--- src/rtl/clk_div_pkg.sv ---
// Shared opcodes, command field layout and reset defaults for the clk_div_bank divider bank.
package clk_div_pkg;

  localparam int CMD_W = 24;

  localparam logic [1:0] OP_SET_PERIOD = 2'd0;
  localparam logic [1:0] OP_SET_LOW    = 2'd1;
  localparam logic [1:0] OP_SET_ENABLE = 2'd2;
  localparam logic [1:0] OP_SYNC       = 2'd3;

  localparam int OP_MSB  = 23;
  localparam int OP_LSB  = 22;
  localparam int CH_MSB  = 21;
  localparam int CH_LSB  = 18;
  localparam int VAL_MSB = 15;
  localparam int VAL_LSB = 0;

  // Legacy power-up behaviour: divide-by-3 with a 0,1,1 waveform.
  localparam int RST_PERIOD = 2;
  localparam int RST_LOW    = 1;

  typedef struct packed {
    logic [1:0]  op;
    logic [3:0]  ch;
    logic [15:0] value;
  } cmd_t;

  function automatic cmd_t unpack_cmd(input logic [CMD_W-1:0] raw);
    cmd_t c;
    c.op    = raw[OP_MSB:OP_LSB];
    c.ch    = raw[CH_MSB:CH_LSB];
    c.value = raw[VAL_MSB:VAL_LSB];
    return c;
  endfunction

endpackage

--- src/rtl/clk_div_chan.sv ---
// One divider channel: wrapping counter, double-buffered period, low-count compare,
// registered dclk/tick outputs.
module clk_div_chan
  import clk_div_pkg::*;
#(
  parameter int CNT_W = 16
) (
  input  logic             clk,
  input  logic             rst_n,
  input  logic             i_en,
  input  logic             i_sync,
  input  logic             i_wr_period,
  input  logic             i_wr_low,
  input  logic [CNT_W-1:0] i_value,
  output logic             o_dclk,
  output logic             o_tick
);

  logic [CNT_W-1:0] r_cnt;
  logic [CNT_W-1:0] r_period;
  logic [CNT_W-1:0] r_shadow;
  logic [CNT_W-1:0] r_low;
  logic             r_dclk;
  logic             r_tick;
  logic             w_wrap;

  assign w_wrap = (r_cnt == r_period);

  // Counter update happens before the register writes so that a command landing
  // on the wrap cycle sees the wrap resolved first.
  always_ff @(posedge clk or negedge rst_n) begin
    if (!rst_n) begin
      r_cnt    <= '0;
      r_period <= CNT_W'(RST_PERIOD);
      r_shadow <= CNT_W'(RST_PERIOD);
      r_low    <= CNT_W'(RST_LOW);
      r_dclk   <= 1'b0;
      r_tick   <= 1'b0;
    end else begin
      if (i_sync) begin
        r_cnt    <= '0;
        r_period <= r_shadow;
        r_dclk   <= 1'b0;
        r_tick   <= 1'b0;
      end else if (!i_en) begin
        r_cnt  <= '0;
        r_dclk <= 1'b0;
        r_tick <= 1'b0;
      end else begin
        r_cnt  <= w_wrap ? '0 : r_cnt + CNT_W'(1);
        r_dclk <= (r_cnt >= r_low);
        r_tick <= w_wrap;
        if (w_wrap) r_period <= r_shadow;
      end
      if (i_wr_period) r_shadow <= i_value;
      if (i_wr_low)    r_low    <= i_value;
    end
  end

  assign o_dclk = r_dclk;
  assign o_tick = r_tick;

endmodule

--- src/rtl/clk_div_bank.sv ---
// Bank of CHANNELS programmable clock dividers behind a single-strobe command port.
// Optional channel-0 wrap interrupt enabled by defining CLK_DIV_BANK_IRQ_EN.
module clk_div_bank
  import clk_div_pkg::*;
#(
  parameter int CHANNELS = 4,
  parameter int CNT_W    = 16
) (
  input  logic                clk,
  input  logic                rst,
  input  logic                start,
  input  logic [CMD_W-1:0]    in,
  output logic                rdy,
  output logic                err,
  output logic [CHANNELS-1:0] dclk,
  output logic [CHANNELS-1:0] tick,
  output logic                irq
);

  cmd_t                w_cmd;
  logic                w_ch_bad;
  logic                w_is_chan_op;
  logic [CNT_W-1:0]    w_value;
  logic [CHANNELS-1:0] w_en_next;
  logic [CHANNELS-1:0] w_sync_mask;
  logic [CHANNELS-1:0] r_en;
  logic                r_rdy;
  logic                r_err;

  assign w_cmd        = unpack_cmd(in);
  assign w_ch_bad     = (32'(w_cmd.ch) >= CHANNELS);
  assign w_is_chan_op = (w_cmd.op == OP_SET_PERIOD) || (w_cmd.op == OP_SET_LOW);
  assign w_value      = w_cmd.value[CNT_W-1:0];

  // Channels run on the post-command enable so a disable clears them on the same edge.
  assign w_en_next   = (start && w_cmd.op == OP_SET_ENABLE) ? w_cmd.value[CHANNELS-1:0] : r_en;
  assign w_sync_mask = (start && w_cmd.op == OP_SYNC) ? w_cmd.value[CHANNELS-1:0] : '0;

  always_ff @(posedge clk or negedge rst) begin
    if (!rst) begin
      r_en  <= '1;
      r_rdy <= 1'b0;
      r_err <= 1'b0;
    end else begin
      r_en  <= w_en_next;
      r_rdy <= start;
      r_err <= start && w_is_chan_op && w_ch_bad;
    end
  end

  generate
    for (genvar gi = 0; gi < CHANNELS; gi++) begin : g_chan
      logic w_sel;
      assign w_sel = start && !w_ch_bad && (32'(w_cmd.ch) == gi);

      clk_div_chan #(.CNT_W(CNT_W)) u_chan (
        .clk        (clk),
        .rst_n      (rst),
        .i_en       (w_en_next[gi]),
        .i_sync     (w_sync_mask[gi]),
        .i_wr_period(w_sel && (w_cmd.op == OP_SET_PERIOD)),
        .i_wr_low   (w_sel && (w_cmd.op == OP_SET_LOW)),
        .i_value    (w_value),
        .o_dclk     (dclk[gi]),
        .o_tick     (tick[gi])
      );
    end
  endgenerate

  assign rdy = r_rdy;
  assign err = r_err;

`ifdef CLK_DIV_BANK_IRQ_EN
  assign irq = tick[0];
`else
  assign irq = 1'b0;
`endif

endmodule

--- config.mk ---
export PLATFORM = sky130hd
export DESIGN_NAME = clk_div_bank
export DESIGN_NICKNAME = d
export VERILOG_FILES = /design/src/rtl/clk_div_pkg.sv /design/src/rtl/clk_div_chan.sv /design/src/rtl/clk_div_bank.sv
export SDC_FILE = /design/constraint.sdc
export NUM_CORES = 1
export LEC_CHECK = 0
export CORE_UTILIZATION = 50
export CTS_BUF_LIST = sky130_fd_sc_hd__clkbuf_8
export DETAILED_ROUTE_END_ITERATION = 16
export GPL_TIMING_DRIVEN = 0
export PLACE_DENSITY = 0.69
export SETUP_SLACK_MARGIN = 0.4
export SLEW_MARGIN = 40
export SYNTH_ARGS = -nofsm -noshare
export SYNTH_HDL_FRONTEND = slang
export SYNTH_SLANG_ARGS = --single-unit
--- constraint.sdc ---
create_clock -name clk -period 6.5 [get_ports clk]
set_clock_uncertainty 0.1 [all_clocks]
set_input_delay 0.65 -clock clk [delete_from_list [all_inputs] [get_ports clk]]
set_output_delay 0.65 -clock clk [all_outputs]
set_load 0.05 [all_outputs]
==> results of run 1 <==
[kinds of logic (layout without fill, tap and decap cells)]
kind of cell / count (synthesis) / count (layout) / share of synthesized area [%]
AOI/OAI and AO/OA: 60 / 60 / 3.01
xor gates and xnor gates: 120 / 120 / 7.99
adders and majority gates: 68 / 68 / 6.47
buffers and inverters: 110 / 225 / 3.88
muxes: 196 / 196 / 17.6
DFF: 270 / 270 / 51.5
and+or+nand+nor: 241 / 241 / 9.46
other: 1 / 1 / 0.0285
[cells in the final DEF, fill, tap and decap left out, drive strengths merged, types with 6 or more instances in the layout]
cell type / n
dfrtp: 254
mux2: 192
xor2: 92
nor2: 92
inv: 92
ha: 68
clkbuf: 66
nand3: 36
nand2: 29
buf: 29
xnor2: 28
clkdlybuf4s50: 27
a21oi: 24
a21o: 20
nand4: 17
nor4: 17
dfstp: 16
and3: 12
and4: 10
clkinv: 9
nand2b: 8
o21ai: 8
nor3: 7
nor2b: 6
[registers in the layout, indices dropped and copies added, names as in the netlist]
register and flops:
g_chan.u_chan.r_cnt 64, err 1, g_chan.u_chan.r_period 64, g_chan.u_chan.r_low 64, g_chan.u_chan.o_dclk 4, rdy 1
g_chan.u_chan.o_tick 4, r_en 4, g_chan.u_chan.r_shadow 64
[per-layer routing]
metal	wire (um)	vias to the layer above	GRT usage, %
met5	0	-	0
met2	12800	98	34.7
met4	556	0	6.19
li1	-	3817	-
met3	939	45	3.41
met1	13200	4082	30.7
[worst max path at each step]
stage	start	to	slack (ns)	cells after the start
after floorplan	in[20]	g_chan[0].u_chan.r_shadow[6]$_DFFE_PN0P_	4.24	6
after global placement	rst	g_chan[2].u_chan.r_shadow[2]$_DFFE_PN0P_	-6.89	1
after detailed placement	start	g_chan[2].u_chan.r_shadow[13]$_DFFE_PN0P_	3.41	6
after CTS	g_chan[0].u_chan.o_tick$_DFF_PN0_	tick[0]	3.93	2
after global routing	g_chan[0].u_chan.r_cnt[8]$_DFF_PN0_	g_chan[0].u_chan.r_period[11]$_DFFE_PN0P_	3.76	6
final	g_chan[0].u_chan.r_cnt[8]$_DFF_PN0_	g_chan[0].u_chan.r_period[11]$_DFFE_PN0P_	3.88	6
[through the flow]
stage	instances	utilization, %	hold slack (ns)
final	1511	58.3	0.328
after global routing	1511	58.3	0.331
after CTS	1511	58.3	0.308
after detailed placement	1428	54.8	0.375
after global placement	1424	54.3	0.367
after floorplan	1066	-	0.254
[area by class of cell]
cell class,count,area (um2),share of cell area (%)
Inverter,76,285,1.92
Clock buffer,56,771,5.19
Multi-Input combinational cell,686,5860,39.4
Clock inverter,26,125,0.842
Timing Repair Buffer,33,398,2.68
Buffer,34,225,1.52
Sequential cell,270,6780,45.6
Tap cell,330,413,2.78
[worst register-to-register path, stage by stage (launching register included)]
cell and delay [ns]:
dfrtp_1 0.48, xor2_1 0.21, nor4_1 0.46, nand4_1 0.28
o21ai_2 0.41, buf_6 0.25, mux2_4 0.32
[power groups by stage]
stage	sequential, uW	combinational (uW)	clock (uW)
after floorplan	2110	700	0
after global placement	2160	910	0
after detailed placement	2170	937	0
after CTS	2140	942	1510
after global routing	2170	1040	1580
final	2140	927	1470
==> metrics.cfg, run 1 <==
[run_status]
outcome=finished clean

[routing]
wl_per_cell_um=18.2
route.antenna.remaining_nets=0
routed_via_density=5.32
drcViolationCount=0
num_vias=8042
first_pass_iters=4
wl_mm=27.5
drt_iter0_markers=338

[worst_setup_path]
critical-path-max-stage-delay_ns=0.48
cp.arrival_ns=2.95
crit_type=reg2reg
path_buf_inv=1
critPathLaunchType=flip-flop
timing.rr.start=g_chan[0].u_chan.r_cnt[8]$_DFF_PN0_
crit_path_end_kind=flip-flop
cp_top_family=simple AND/OR/NAND/NOR gates
cp_cell_sequence=xor2_1 > nor4_1 > nand4_1 > o21ai_2 > buf_6 > mux2_4
timing.rr.end=g_chan[0].u_chan.r_period[11]$_DFFE_PN0P_
critPathSlowestCell=dfrtp_1
cp_max_fo=10
cp.required_ns=6.83
r2r_slack_ns=3.88
worst-r2r-cell-count=6

[min_path]
holdCritStartpoint=in[23]
holdPathEnd=err$_DFF_PN0_
holdPathStages=2
min_path_type=in2reg

[floorplan]
core_area_um2=25500
io_pins=38
initial_core_util_pct=51.6
die-area_um2=26900
dieHeight_um=164
die_x_um=164
rows=58

[clock_tree]
cts_resized=0
cts-root-buf=clkbuf_8
cts_buffer_depth=3
clock-sinks=270
postCtsSetupRepairBufs=0
cts_max_level=2
clk_latency_ns=0.57
cts-buffers-inserted=44
clk_pin_slew_worst_paths_ns=0.07
cts_tree=built
postCtsHoldBufs=1

[logic_synthesis]
yosys_warnings=0
synth_top_area_share_pct=48.3
ys.flop_type=dfrtp_1
synth-edff-count=0
synth_top_cell_by_area=dfrtp_1
avgSynthCellArea_um2=12.3
syn-cell-area_um2=13100
ys_seq_area_share_pct=51.5
synth_area_leaders=dfrtp_1, mux2_2, ha_1, xor2_1, mux2_4
syn_inst=1066
synthArstFlopShare_pct=100
synth-seq-cells=270
synth_most_common_cell=dfrtp_1
ys_types=43
yosys-top-cells-count=dfrtp_1, mux2_2, xor2_1
syn_nets=1161

[place]
post_dp_cell_area_um2=13900
dp_slack_ns=3.41
place.detailed.hpwl_mm=18.9
globalplace.congestion=0.804
io_buffer_count=28

[layout]
nNetsFinal=1240
postLayoutCellArea_um2=14900
insertedDiodeCount=0
fillers=2124
drive_above_1_share_pct=24.5
syn_to_final_growth_pct=13.0

[sta]
fin_tns_setup_ns=0
timing.final.crit_share_pct=40.3
rsz0062_at_grt=no
finalWorstSetupSlack_ns=3.88
finalHoldViolations=0
max_freq_mhz=381
setup_viol=0
finalMaxSlewViolations=0
worst_pin_slew_ns=0.796
max_slew_margin_pct=47.0
min_period_ns=2.62

[global_routing]
grt_use_total_pct=21.8
grt_pass1_wl_mm=44.8
grt_pass1_vias=8253
overflow=0
antenna_found_initial=0
grt_max_degree=70

[pwr]
seq_power_share_pct=47.2
internal_power_uw=3190
power.switching_uw=1340
p_total_uw=4540
irDropWorstVdd_mv=0.176
combPwrFrac_pct=20.4
swShare_pct=29.6
p_per_area_nw_per_um2=305
clockPowerShare_pct=32.4
p_leak_uw=0.00753

[job]
cap_violations=0

(Power assumes the default switching activity.)
==> run 2, diff against run 1 <==
==> constraint.sdc (replaced) <==
create_clock -name clk -period 2.7 [get_ports clk]
set_clock_uncertainty 0.1 [all_clocks]
set_input_delay 0.27 -clock clk [delete_from_list [all_inputs] [get_ports clk]]
set_output_delay 0.27 -clock clk [all_outputs]
set_load 0.05 [all_outputs]
==> metrics.cfg, run 2 (same netlist as run 1, synthesis figures left out) <==
[sta]
finalWorstSetupSlack_ns=0.454
finalHoldViolations=0
finalMaxSlewViolations=0
max_freq_mhz=445
setup_viol=0
hold_slack_ns=0.166
max_slew_margin_pct=46.0
min_period_ns=2.25
timing.final.crit_share_pct=83.2
worst_pin_slew_ns=0.810
rsz0062_at_grt=yes

[routing]
num_vias=8122
wl_mm=28.1
first_pass_iters=4
wl_per_cell_um=18.4
drt_iter0_markers=396
route.antenna.remaining_nets=0
drcViolationCount=0
routed_via_density=5.32

[floorplan]
die_x_um=164
core_area_um2=25500
dieHeight_um=164
io_pins=38
initial_core_util_pct=51.6
die-area_um2=26900
rows=58

[clock_tree]
clk_latency_ns=0.57
cts_buffer_depth=3
cts_tree=built
clock-sinks=270
clk_pin_slew_worst_paths_ns=0.06
cts-buffers-inserted=44
cts_max_level=2
cts-root-buf=clkbuf_8

[global_routing]
busiest_layer=met2
grtUsageMet2_pct=35.2
grt_use_total_pct=21.9
met3_usage_pct=3.41
overflow=0
grt_pass1_vias=8322
grt_util_met1_pct=30.8
grt_pass1_wl_mm=45.1
antenna_found_initial=0
grt_max_degree=70

[worst_setup_path]
crit_path_end_kind=flip-flop
critical-path-max-stage-delay_ns=0.44
cp_top_family=simple AND/OR/NAND/NOR gates
cp_max_fo=5
cp_cell_sequence=xor2_1 > nor4_2 > nand4_1 > buf_4 > o21ai_4 > clkbuf_16 > mux2_4
crit_type=reg2reg
cp.required_ns=3.06
cp.arrival_ns=2.60
critPathSlowestCell=dfrtp_1
path_buf_inv=2
critPathLaunchType=flip-flop

[min_path]
min_path_type=in2async

[pwr]
p_per_area_nw_per_um2=737
p_leak_uw=0.00764
p_total_uw=11100
irDropWorstVdd_mv=0.427

[layout]
syn_to_final_growth_pct=15.0
drive_above_1_share_pct=27.4
nNetsFinal=1256
final_common_cell=dfrtp_1
final_cell_mix=dfrtp_1, mux2_2, xor2_1, nor2_1, inv_1
insertedDiodeCount=0
final_cells=1527

[run_status]
outcome=finished clean

[place]
dp_cells=1428
globalplace.congestion=0.804
place.detailed.hpwl_mm=18.9
io_buffer_count=28
dp_slack_ns=-0.0150

[job]
cap_violations=0

## run 2: cell count changes in the layout (fill, tap and decap cells not counted), sizes merged
cell,previous run,this run
dlygate4sd3,1,2
buf,29,44
## run 2: worst paths after layout
path / start / endpoint / slack, ns / cells past startpoint
worst max-delay path: g_chan[1].u_chan.r_cnt[12]$_DFF_PN0_ / g_chan[1].u_chan.r_period[13]$_DFFE_PN0P_ / 0.45 / 7
worst min-delay path: rst / g_chan[3].u_chan.r_low[9]$_DFFE_PN0P_ / 0.17 / 2
worst max register to register: g_chan[1].u_chan.r_cnt[12]$_DFF_PN0_ / g_chan[1].u_chan.r_period[13]$_DFFE_PN0P_ / 0.45 / 7
worst min register to register: g_chan[0].u_chan.r_shadow[6]$_DFFE_PN0P_ / g_chan[0].u_chan.r_period[6]$_DFFE_PN0P_ / 0.38 / 1
max in group asynchronous: rst / g_chan[2].u_chan.r_low[0]$_DFFE_PN1P_ / 1.33 / 4
min in group clk: start / rdy$_DFF_PN0_ / 0.23 / 1
## run 2: cell type report
| type | count | area, um2 |
|---|---|---|
| plain buffers | 34 | 235 |
| clock buffers | 56 | 771 |
| clock inverters | 26 | 125 |
| fillers | 2084 | 10400 |
| inverters | 76 | 285 |
| multi-input cells | 686 | 5950 |
| flip-flops and latches | 270 | 6790 |
| well taps | 330 | 413 |
| repair buffers | 49 | 551 |
## run 2: repair_timing
item / in CTS / in global routing
pin swaps: 8 / 7
setup buffers: 9 / 5
endpoints found under the setup margin: 66 / 87
hold endpoints to repair: 111 / 0
cloned: 0 / 1
gates resized for setup: 6 / 27
hold buffers: 2 / 0
## run 2: metrics by stage
| stage | TNS (ns) | instance area, um2 | utilization (%) |
|---|---|---|---|
| global placement | -2719.41 | 13800 | 54.3 |
| detailed placement | -0.0511 | 13900 | 54.8 |
| CTS | 0 | 15000 | 58.8 |
| finish | 0 | 15100 | 59.3 |
| floorplan | 0 | 13100 | - |
| global route | 0 | 15100 | 59.3 |
## run 2: where the power goes
group	total (uW)	switching, uW	leakage [uW]	internal (uW)
combinational	2450	1190	0.00354	1260
sequential	5160	468	0.00357	4690
clock	3540	1650	0.000523	1880
total	11100	3310	0.00764	7840
## run 2: layer usage
layer	up-vias	wire length, um
met3	44	1060
met2	103	13300
met5	-	0
met1	4114	13200
met4	0	490
li1	3861	-
